==> src/rtl/branch_predictor_if.sv <==
// rtl/branch_predictor_if.sv - fetch lookup and mem/branch training bundle for the BTB
interface branch_predictor_if;
    logic [31:0] lookup_pc;
    logic        predict_taken;
    logic [31:0] predict_target;
    logic        update_valid;
    logic [31:0] update_pc;
    logic        update_taken;
    logic [31:0] update_target;
    logic        update_predict_taken;
    logic [31:0] update_predict_target;
    logic        flush_all;

    modport master (
        output lookup_pc,
        output update_valid,
        output update_pc,
        output update_taken,
        output update_target,
        output update_predict_taken,
        output update_predict_target,
        output flush_all,
        input  predict_taken,
        input  predict_target
    );

    modport slave (
        input  lookup_pc,
        input  update_valid,
        input  update_pc,
        input  update_taken,
        input  update_target,
        input  update_predict_taken,
        input  update_predict_target,
        input  flush_all,
        output predict_taken,
        output predict_target
    );
endinterface

==> src/rtl/branch_predictor.sv <==
// rtl/branch_predictor.sv - direct-mapped BTB with 2-bit counters; BRANCH_PREDICTOR_STATS_EN adds update/mispredict counters
module branch_predictor #(
    parameter int INDEX_BITS = 4
) (
    input  logic               clk,
    input  logic               rst,
    branch_predictor_if.slave  bp
`ifdef BRANCH_PREDICTOR_STATS_EN
    ,
    output logic [31:0]        stat_updates,
    output logic [31:0]        stat_mispredicts
`endif
);
    localparam int ENTRIES = 2 ** INDEX_BITS;
    localparam int TAG_W   = 32 - INDEX_BITS - 2;

    logic [ENTRIES-1:0] valid_q, valid_d;
    logic [TAG_W-1:0]   tag_q    [ENTRIES];
    logic [TAG_W-1:0]   tag_d    [ENTRIES];
    logic [29:0]        target_q [ENTRIES];
    logic [29:0]        target_d [ENTRIES];
    logic [1:0]         ctr_q    [ENTRIES];
    logic [1:0]         ctr_d    [ENTRIES];

    logic [INDEX_BITS-1:0] lk_idx, up_idx;
    logic [TAG_W-1:0]      lk_tag, up_tag;
    logic                  lk_hit, up_hit;

    function automatic logic [1:0] sat_inc(input logic [1:0] c);
        return (c == 2'b11) ? 2'b11 : c + 2'b01;
    endfunction

    function automatic logic [1:0] sat_dec(input logic [1:0] c);
        return (c == 2'b00) ? 2'b00 : c - 2'b01;
    endfunction

    assign lk_idx = bp.lookup_pc[INDEX_BITS+1:2];
    assign lk_tag = bp.lookup_pc[31:INDEX_BITS+2];
    assign up_idx = bp.update_pc[INDEX_BITS+1:2];
    assign up_tag = bp.update_pc[31:INDEX_BITS+2];

    // Lookup reads registered state only, so a same-cycle update is not visible.
    assign lk_hit = valid_q[lk_idx] && (tag_q[lk_idx] == lk_tag);
    assign up_hit = valid_q[up_idx] && (tag_q[up_idx] == up_tag);

    assign bp.predict_taken  = lk_hit && ctr_q[lk_idx][1];
    assign bp.predict_target = bp.predict_taken ? {target_q[lk_idx], 2'b00}
                                                : bp.lookup_pc + 32'd4;

    always_comb begin
        valid_d  = valid_q;
        tag_d    = tag_q;
        target_d = target_q;
        ctr_d    = ctr_q;
        if (bp.flush_all) begin
            valid_d = '0;
        end else if (bp.update_valid) begin
            if (up_hit) begin
                if (bp.update_taken) begin
                    ctr_d[up_idx]    = sat_inc(ctr_q[up_idx]);
                    target_d[up_idx] = bp.update_target[31:2];
                end else begin
                    ctr_d[up_idx]    = sat_dec(ctr_q[up_idx]);
                end
            end else if (bp.update_taken) begin
                valid_d[up_idx]  = 1'b1;
                tag_d[up_idx]    = up_tag;
                target_d[up_idx] = bp.update_target[31:2];
                ctr_d[up_idx]    = 2'b10;
            end
        end
    end

    always_ff @(posedge clk or posedge rst) begin
        if (rst) begin
            valid_q <= '0;
            for (int i = 0; i < ENTRIES; i++) begin
                ctr_q[i] <= 2'b01;
            end
        end else begin
            valid_q <= valid_d;
            ctr_q   <= ctr_d;
        end
    end

    // Tag and target are don't-care while invalid, so they carry no reset.
    always_ff @(posedge clk) begin
        tag_q    <= tag_d;
        target_q <= target_d;
    end

`ifdef BRANCH_PREDICTOR_STATS_EN
    logic [31:0] upd_cnt_q, upd_cnt_d;
    logic [31:0] mis_cnt_q, mis_cnt_d;
    logic        counted;
    logic        mispredict;
    logic        unused_bits;

    assign counted    = bp.update_valid && !bp.flush_all;
    assign mispredict = (bp.update_predict_taken != bp.update_taken) ||
                        (bp.update_taken && (bp.update_predict_target != bp.update_target));

    always_comb begin
        upd_cnt_d = upd_cnt_q;
        mis_cnt_d = mis_cnt_q;
        if (counted) begin
            upd_cnt_d = upd_cnt_q + 32'd1;
            if (mispredict) begin
                mis_cnt_d = mis_cnt_q + 32'd1;
            end
        end
    end

    always_ff @(posedge clk or posedge rst) begin
        if (rst) begin
            upd_cnt_q <= '0;
            mis_cnt_q <= '0;
        end else begin
            upd_cnt_q <= upd_cnt_d;
            mis_cnt_q <= mis_cnt_d;
        end
    end

    assign stat_updates     = upd_cnt_q;
    assign stat_mispredicts = mis_cnt_q;
    assign unused_bits      = ^bp.update_pc[1:0];
`else
    logic unused_bits;
    assign unused_bits = ^{bp.update_pc[1:0], bp.update_target[1:0],
                           bp.update_predict_taken, bp.update_predict_target};
`endif
endmodule

==> src/flat_wrapper.sv <==
// flat-port wrapper written by rule: the top's interface ports become plain ports
module branch_predictor_flat 
#(
    parameter int INDEX_BITS = 4
)
  (clk, rst, bp_lookup_pc, bp_update_valid, bp_update_pc, bp_update_taken, bp_update_target, bp_update_predict_taken, bp_update_predict_target, bp_flush_all, bp_predict_taken, bp_predict_target);
  branch_predictor_if bp_i ();
  input  logic clk;
  input  logic rst;
  input wire logic [$bits(bp_i.lookup_pc)-1:0] bp_lookup_pc;
  input wire logic [$bits(bp_i.update_valid)-1:0] bp_update_valid;
  input wire logic [$bits(bp_i.update_pc)-1:0] bp_update_pc;
  input wire logic [$bits(bp_i.update_taken)-1:0] bp_update_taken;
  input wire logic [$bits(bp_i.update_target)-1:0] bp_update_target;
  input wire logic [$bits(bp_i.update_predict_taken)-1:0] bp_update_predict_taken;
  input wire logic [$bits(bp_i.update_predict_target)-1:0] bp_update_predict_target;
  input wire logic [$bits(bp_i.flush_all)-1:0] bp_flush_all;
  output wire logic [$bits(bp_i.predict_taken)-1:0] bp_predict_taken;
  output wire logic [$bits(bp_i.predict_target)-1:0] bp_predict_target;
  assign bp_i.lookup_pc = bp_lookup_pc;
  assign bp_i.update_valid = bp_update_valid;
  assign bp_i.update_pc = bp_update_pc;
  assign bp_i.update_taken = bp_update_taken;
  assign bp_i.update_target = bp_update_target;
  assign bp_i.update_predict_taken = bp_update_predict_taken;
  assign bp_i.update_predict_target = bp_update_predict_target;
  assign bp_i.flush_all = bp_flush_all;
  assign bp_predict_taken = bp_i.predict_taken;
  assign bp_predict_target = bp_i.predict_target;
  branch_predictor #(.INDEX_BITS(INDEX_BITS)) u_core (.clk(clk), .rst(rst), .bp(bp_i));
endmodule
==> config.mk <==
export PLATFORM = sky130hd
export DESIGN_NAME = branch_predictor_flat
export DESIGN_NICKNAME = d
export VERILOG_FILES = /design/src/rtl/branch_predictor_if.sv /design/src/rtl/branch_predictor.sv /design/src/flat_wrapper.sv
export SDC_FILE = /design/constraint.sdc
export NUM_CORES = 1
export LEC_CHECK = 0
export ABC_AREA = 1
export CORE_ASPECT_RATIO = 2
export CORE_MARGIN = 5
export CORE_UTILIZATION = 45
export CTS_BUF_LIST = sky130_fd_sc_hd__clkbuf_2 sky130_fd_sc_hd__clkbuf_4 sky130_fd_sc_hd__clkbuf_8
export DETAILED_ROUTE_END_ITERATION = 12
export SLEW_MARGIN = 20
export SYNTH_ARGS = -nofsm -noshare
export SYNTH_HDL_FRONTEND = slang
export SYNTH_SLANG_ARGS = --single-unit
==> constraint.sdc <==
create_clock -name clk -period 4.2 [get_ports clk]
set_input_delay 0.42 -clock clk [delete_from_list [all_inputs] [get_ports clk]]
set_output_delay 0.42 -clock clk [all_outputs]
set_load 0.05 [all_outputs]
==> results of run 1 <==
[worst reg2reg max path, stage by stage, from the launching register on]
cell and delay [ns]:
edfxtp_1 0.40, nand2_1 0.08, nand2_1 0.05, nand2_1 0.06, nand3_1 0.09, nand2_1 0.07
nand2_1 0.10, inv_1 0.07, nand3_1 0.47, nand2_1 0.21, nor2_1 0.08, nand2_1 0.08
nor2_1 0.04, nand2_1 0.11, nor2_4 0.05, buf_12 0.17, nor2_4 0.63, buf_12 0.26
[power breakdown]
part / switching [µW] / internal, µW
Sequential: 49.2 / 10400
Combinational: 1500 / 658
Clock: 3560 / 3540
Total: 5100 / 14600
[cells by family after synthesis]
kind of cell | count (synthesis) | synth area share [%]
and+or+nand+nor | 2306 | 21.0
AOI/OAI and AO/OA | 575 | 9.03
xor gates and xnor gates | 26 | 0.522
adders and majority gates | 1 | 0.0287
buffers and inverters | 494 | 4.88
DFF | 944 | 64.5
[flip-flops by register name (all words and copies together) (netlist names)]
register	flops
u_core.tag_q	416
u_core.target_q	480
u_core.ctr_q	32
u_core.valid_q	16
[worst paths after layout]
path | start | to | depth (start not counted)
min reg2reg | u_core.ctr_q[12] | u_core.ctr_q[12] | 2
max reg2reg | u_core.tag_q[198] | u_core.tag_q[61] | 17
max | u_core.tag_q[305] | bp_predict_target[11] | 18
min in group asynchronous | rst | u_core.ctr_q[1] | 3
min | bp_update_pc[2] | u_core.ctr_q[24] | 6
max in group asynchronous | rst | u_core.ctr_q[18] | 4
[timing repair]
item                                    CTS  global route
setup buffers                             0             3
endpoints found under the hold margin     8             0
hold buffers                              1             0
endpoints found under the setup margin    0            19
resized for setup                         0             7
[area by class of cell]
class	instances	area (µm²)
Antenna cell	5	12.5
Clock buffer	171	2150
Clock inverter	68	404
Fill cell	8677	45800
Inverter	262	997
Multi-Input combinational cell	2908	13600
Sequential cell	944	28100
Tap cell	1222	1530
Timing Repair Buffer	325	3660
[per-layer routing]
layer  vias to the layer above  GRT usage, %  wire length, µm
met4                         8          21.6            13700
met2                      1662          48.8            76100
met1                     16554          33.1            53800
met5                         -             0               51
met3                       511          5.06            11400
li1                      15436             -                -
[cell usage in the layout, fill, tap and decap left out, types with 6 or more instances in the layout]
cell	synthesis	final
nand4_1	23	23
inv_1	251	248
clkbuf_8	0	138
clkinv_2	0	20
clkbuf_4	0	33
buf_12	0	80
a221o_1	17	17
o2111ai_1	17	17
nand2_1	1719	1718
a21boi_0	6	6
dfstp_2	16	16
inv_2	8	8
nand3_1	206	205
a22oi_1	214	214
nand3b_1	23	23
a221oi_1	52	52
a21oi_1	46	46
o211ai_1	24	24
a31oi_1	30	30
nor3_1	17	17
clkdlybuf4s50_1	0	90
edfxtp_1	896	896
clkinvlp_4	0	7
dfrtp_1	32	32
nor2_1	298	259
o21ai_0	110	107
o22ai_1	26	26
o21ai_1	23	25
nor2_4	3	41
buf_4	29	150
xor2_1	25	25
nor2_2	8	9
clkinv_1	1	36
[per-stage QoR]
stage | TNS, ns | power, µW | setup WS, ns | area (µm²) | instances
after floorplan | -121.31 | 11700 | -0.371 | 43600 | 4346
after global placement | 0 | 12700 | 0.0846 | 47900 | 5657
after detailed placement | 0 | 12800 | 0.135 | 47900 | 5657
after CTS | 0 | 19800 | 0.00642 | 50500 | 5897
after global routing | -0.00422 | 20400 | -0.00422 | 50500 | 5901
final | 0 | 19700 | 0.164 | 50500 | 5905
==> results.md, run 1 <==
- The flow ran to the end, and the final reports show no timing, DRC or antenna violations.
- Entering global routing, the biggest net connects 121 pins.
- Clock-pin slew was measured on the worst setup and hold paths at 0.07 ns.
- The share of synthesized registers carrying an async set or reset is 5.08%.
- The clock period could shrink to 4.04 ns.
- The slowest cell on the critical path is edfxtp_1.
- Wires add up to 155000 µm.
- The share of the cycle needed by the critical path after routing is 96.1%.
- The longest clock path from root to sink contains 3 buffers.
- The violation count after the first detailed-route iteration is between 3000 and 4000.
- The final number of max-transition violations is 0.
- The count of distinct cell types in the synthesized netlist is 43.
- The initial antenna violation count is 10.
- Cells with a size suffix above 1 make up between 10% and 20% of the layout.
- The number of buffers created by CTS is 133.
- The post-DP HPWL is around 100000 µm.
- The transition time of the tightest slew-check pin is 0.978 ns.
- The via count of the first global-routing pass is 33119.
- Of all cell types, the one taking the most synthesized area is edfxtp_1.
- By area the synthesized netlist is led by edfxtp_1 (62%), nand2_1 (15%), a22oi_1 (3.7%).
- The normalized max-slew margin is 34.4%.
- The most instantiated flip-flop cell in the synthesis netlist is edfxtp_1.
- Once layout is complete, the utilization of the core stands at 52.5%.
- The first global-routing pass estimated 220000 µm of wire.
- Walking the worst path, the cells encountered are nand2_1, nand3_1, nand3b_1, nand3_1, nand2_1, nand2_1, nand2_1, nor2_1, nand2_1, nor2_1, nand2_1, nor2_4, buf_12, buf_12, nor2_1, nor2_1, buf_4, buf_12.
- The detailed-router iteration count before antenna repair is 7.
- The worst-case IR drop observed on VDD is ~270 µV.
- The setup check on the worst reg-to-reg path leaves a slack of about 0.9 ns.
- The count of buffers added on input and output ports is 129.
- In the routed layout, each cell is associated on average with a via count of slightly below 6.
- By count the netlist is led by nand2_1 (1719), edfxtp_1 (896), nor2_1 (298), inv_1 (251), a22oi_1 (214).
- After detailed routing, the number of remaining DRC violations is 0.
- The worst min-delay path category is input port to flip-flop.
- The clock sink total is 944.
- The synthesized instance count is 4346.
- A synthesized cell averages 10.0 µm².
- Summed over all cells, the static leakage comes to about 0.020 µW.
- The tightest hold path in the finished design has a slack of 0.360 ns.
- At the worst endpoint, the required time is between 3 and 4 ns.
- The number of synthesized register bits is 944.
- The number of buffers and inverters on the critical path is 4.
- The area of the mapped netlist is 0.0436 mm².
- The region available for standard cell placement spans 0.0963 mm².
- The standard-cell row count is around 160.
- The via count of the routed design is approximately 34000.
- The share of synthesized area occupied by flip-flops and latches is 64.5%.
- The number of enable-type register cells in the synthesized netlist is ~900.
- The total power density per cell area is 390 mW/mm².
- The largest stage delay on the critical path is ~0.4 ns.
- Between clock sinks in the finished design, the worst skew comes to between 0.03 and 0.04 ns.
- The total congestion overflow after global routing is 0.
- The worst setup path is of the flip-flop to primary output kind.
- The congestion estimate from routability-driven global placement came to 0.981.
- The number of nets in the synthesized netlist is between 4000 and 5000.
- The worst setup path is captured at a primary output.
- The count of final hold-check violations is 0.
- The gate family responsible for the most delay along the worst path is simple AND/OR/NAND/NOR gates.
- The share of the synthesized area in the top cell type is 61.7%.
- STA classifies the critical path startpoint as a flip-flop.
- The die covers 0.104 mm².
- The number of top-level pins is 167.
- Dividing the detail-routed wire length by the instance count gives roughly 26 µm.
- In this run the horizontal extent of the chip is approximately 230 µm.
- In this run the number of H-tree levels came out at 4.
- Once the floorplan was initialized, standard cells occupied 45.3% of the core.
- Max-cap violations in this run came to 0.
- The cell that appears most often on the critical path is nand2_1.
- For the worst-skew pair, the clock arrives at the later sink with an insertion delay of 0.83 ns.
- The total of endpoints with negative setup slack in the final report is 0.
- The clock tree root driver cell is clkbuf_8.
- TritonCTS built the clock tree.
- The highest fanout seen on the critical path is 12.
- For this run, the number of Yosys warnings is 0.
- In the global route stage, overall resource usage came out at 29.0%.
- After the last flow step, the layout net total stands at 4709.
- From synthesis to final layout, the design area changed by 15.9%.
- Static timing analysis puts the maximum clock frequency at 0.248 GHz.
- STA puts the critical path data arrival time at 3.62 ns.
- The height of the chip is 450 µm.
- The most common cell in the synthesized netlist is nand2_1.
- In this run the remaining antenna-violating nets after routing total 0.
No activity file was read; power rests on OpenSTA's default activity.
==> run 2, diff against run 1 <==
- CORE_MARGIN: 5 -> 1
==> results.md, run 2 (synthesis results as in run 1) <==
- The run finished with clean final reports.
- The tightest hold path in the finished design has a slack of 0.0785 ns.
- The filler cell count in the final layout is 8543.
- The startpoint of the most critical register-to-register path is u_core.tag_q[117].
- The worst min-delay path category is input port to async pin.
- The commonest non-fill, non-tap cell in the layout is nand2_1.
- Clock-pin slew was measured on the worst setup and hold paths at 0.08 ns.
- The register with the most flip-flops in the final layout is u_core.target_q.
- Cells fill roughly 53% of the core in the end.
- The leakage power figure is 0.0197 µW.
- The detailed-router iteration count before antenna repair is 6.
- The total power density per cell area is 394 mW/mm².
- The post-layout total power is ~20000 µW.
- The slack of the worst reg-to-reg path is 0.87 ns.
- For this block, the routed nets add up to 155000 µm of wire.
- The area taken by flip-flops and latches is 0.0281 mm².
- The buffers plus inverters on the worst setup path is 7.
- In this run the core area contains 161 standard-cell rows.
- The endpoint kind of the worst setup timing path is a primary output.
- The tool flagged a number of max-cap violations equal to 0.
- The count of hold-fix buffers inserted at cts is 0.
- The startpoint of the worst setup timing path is bp_lookup_pc[3].
- Along the worst path, the maximum fanout reaches 40.
- Across the routed clock network, the largest skew measured is 0.0356 ns.
- From synthesis to final layout, the design area changed by 16.2%.
- The count of final hold-check violations is 0.
- The most critical setup path has its endpoint at bp_predict_target[15].
- The largest net degree at the start of global routing is roughly 70.
- Global routing used 31.4% of the available tracks.
- The worst setup path is launched from an input port.
- The largest registers in the layout are u_core.target_q x480, u_core.tag_q x416, u_core.ctr_q x32.
- Global routing finished with a remaining overflow of 0.
- The wire-length estimate of the detail-placed layout is 101000 µm.
- The largest stage delay on the critical path is 0.36 ns.
- After detailed routing, the number of vias per cell comes to 5.80.
- The number of buffers added on ports is 129.
- The weighted congestion reported at the end of routability-driven placement is 1.02.
- For the worst flop-to-flop path, the logic depth is 17.
- The first-pass GRT wire length is between 200000 and 250000 µm.
- The category of the critical setup timing path is input port to primary output.
- Traced cell by cell, the critical path runs through buf_2, inv_2, nor2_4, buf_12, a22oi_1, nand2_1, nand2_1, nand2_1, inv_1, nand2_1, nand2_1, nand2_1, nand3_1, nor2_1, nand3_1, nor2_4, buf_4, nand2_1, o21ai_1, buf_4, buf_12.
- The register with the most flip-flops in the layout has 480 of them.
- The number of nets in the layout is ~4700.
- The slowest cell on the critical path is buf_2.
- The shortest period the worst path allows is 4.05 ns.
- The via count of the first global-routing pass is 33512.
- The initial antenna violation count is 11.
- Once the floorplan was initialized, standard cells occupied between 40 and 50% of the core.
- The library cells used most frequently in the layout, excluding fill and tap cells, are nand2_1 (1716), edfxtp_1 (896), nor2_1 (261).
- Counting along the longest clock path gives a buffer depth of 3.
- The routed length per placed instance is 26.3 µm.
- The via count of the routed design is 34313.
- Setup repair after global routing left no endpoint under its margin.
- The clock tree root driver cell is clkbuf_8.
- The clock sink total is 944.
- The source-to-sink clock delay at the later pin of the worst-skew pair is 0.82 ns.
- The final number of max-transition violations came to 0.
- The achievable frequency is approximately 0.25 GHz.
- Grouping stages by cell kind, the critical path spends the most delay in simple AND/OR/NAND/NOR gates.
- Setup violations remaining at the end of the flow were counted as 0.
- The H-tree depth reported by CTS is 4.
- The area of combinational cells with multiple inputs is between 0.01 and 0.015 mm².
- The core footprint is 0.0961 mm².
- The transition time of the tightest slew-check pin is 1.09 ns.
- The number of buffers created by CTS is 133.
- The height of the chip is between 400 and 500 µm.
- In the routed design, unresolved DRC markers number 0.
- The floorplan die area is 0.0982 mm².
- The destination of the worst register-to-register timing path is u_core.tag_q[117].
- The violation count after the first detailed-route iteration is roughly 3300.
- The critical path runs through a total of 21 cells.
- The clock tree from TritonCTS is yes.
- The floorplan die width is 222 µm.
- In this run the tightest slew margin relative to its limit is 27.3%.
- The final critical path takes up between 90% and 100% of the cycle.
- The number of top-level pins is about 170.
- The detail route stage leaves a number of antenna-violating nets equal to 0.
- The post-route netlist has between 10% and 20% of its cells at a drive strength greater than 1.
- For the worst setup path, the data arrival time is approximately 3.6 ns.
- The most numerous cell type found on the critical path is nand2_1.
- The data required time of the worst path is 3.78 ns.
- IR analysis of the VDD net gives a maximum drop of 296 µV.
## run 2: changes by cell type in the layout (fill, tap and decap cells not counted), sizes merged
cell         delta
clkinv          -6
clkinvlp        +2
clkbuf          -3
bufinv          +4
buf            +14
diode           -3
dlygate4sd3     -1
## run 2: area by class of cell
class,count,area share [%]
diodes,2,0.00988
clock buffers,168,4.17
clock inverters,68,1.03
inverters,262,1.97
multi-input cells,2908,26.9
flip-flops and latches,944,55.5
well taps,1222,3.02
repair buffers,338,7.36
## run 2: what timing repair did
action	CTS	global route
setup endpoints to repair	0	10
resized for setup	0	6
hold endpoints to repair	0	0
setup buffers	0	0
## run 2: metrics by stage
step	instance area (µm²)	instances	TNS [ns]	setup WS, ns
final	50700	5912	0	0.151
after global routing	50700	5911	0	0.00104
after CTS	50600	5910	0	0.0615
after detailed placement	48000	5674	-45.78	-0.279
after global placement	48000	5674	-45.63	-0.282
after floorplan	43600	4346	-121.31	-0.371
## run 2: power breakdown
group / internal [µW] / total [µW] / switching, µW
Clock: 3750 / 7340 / 3590
Sequential: 10400 / 10400 / 48.6
Combinational: 672 / 2190 / 1520
Total: 14800 / 20000 / 5160
## run 2: layer usage
layer  wire (µm)  share of wire [%]  GRT usage, %
met2       77600                 50          54.4
met4       12800                8.2          23.4
met5         108              0.069             0
met1       53000                 34          34.0
met3       11900                7.7          5.80
## run 2: worst min path at each step
stage | cells past startpoint | slack, ns | endpoint | start
floorplan | 2 | 0.44 | u_core.ctr_q[17] | u_core.ctr_q[17]
global placement | 2 | 0.46 | u_core.ctr_q[24] | u_core.ctr_q[24]
detailed placement | 2 | 0.46 | u_core.ctr_q[18] | u_core.ctr_q[18]
CTS | 2 | 0.15 | u_core.ctr_q[5] | rst
global route | 2 | 0.15 | u_core.ctr_q[5] | rst
finish | 2 | 0.08 | u_core.ctr_q[5] | rst
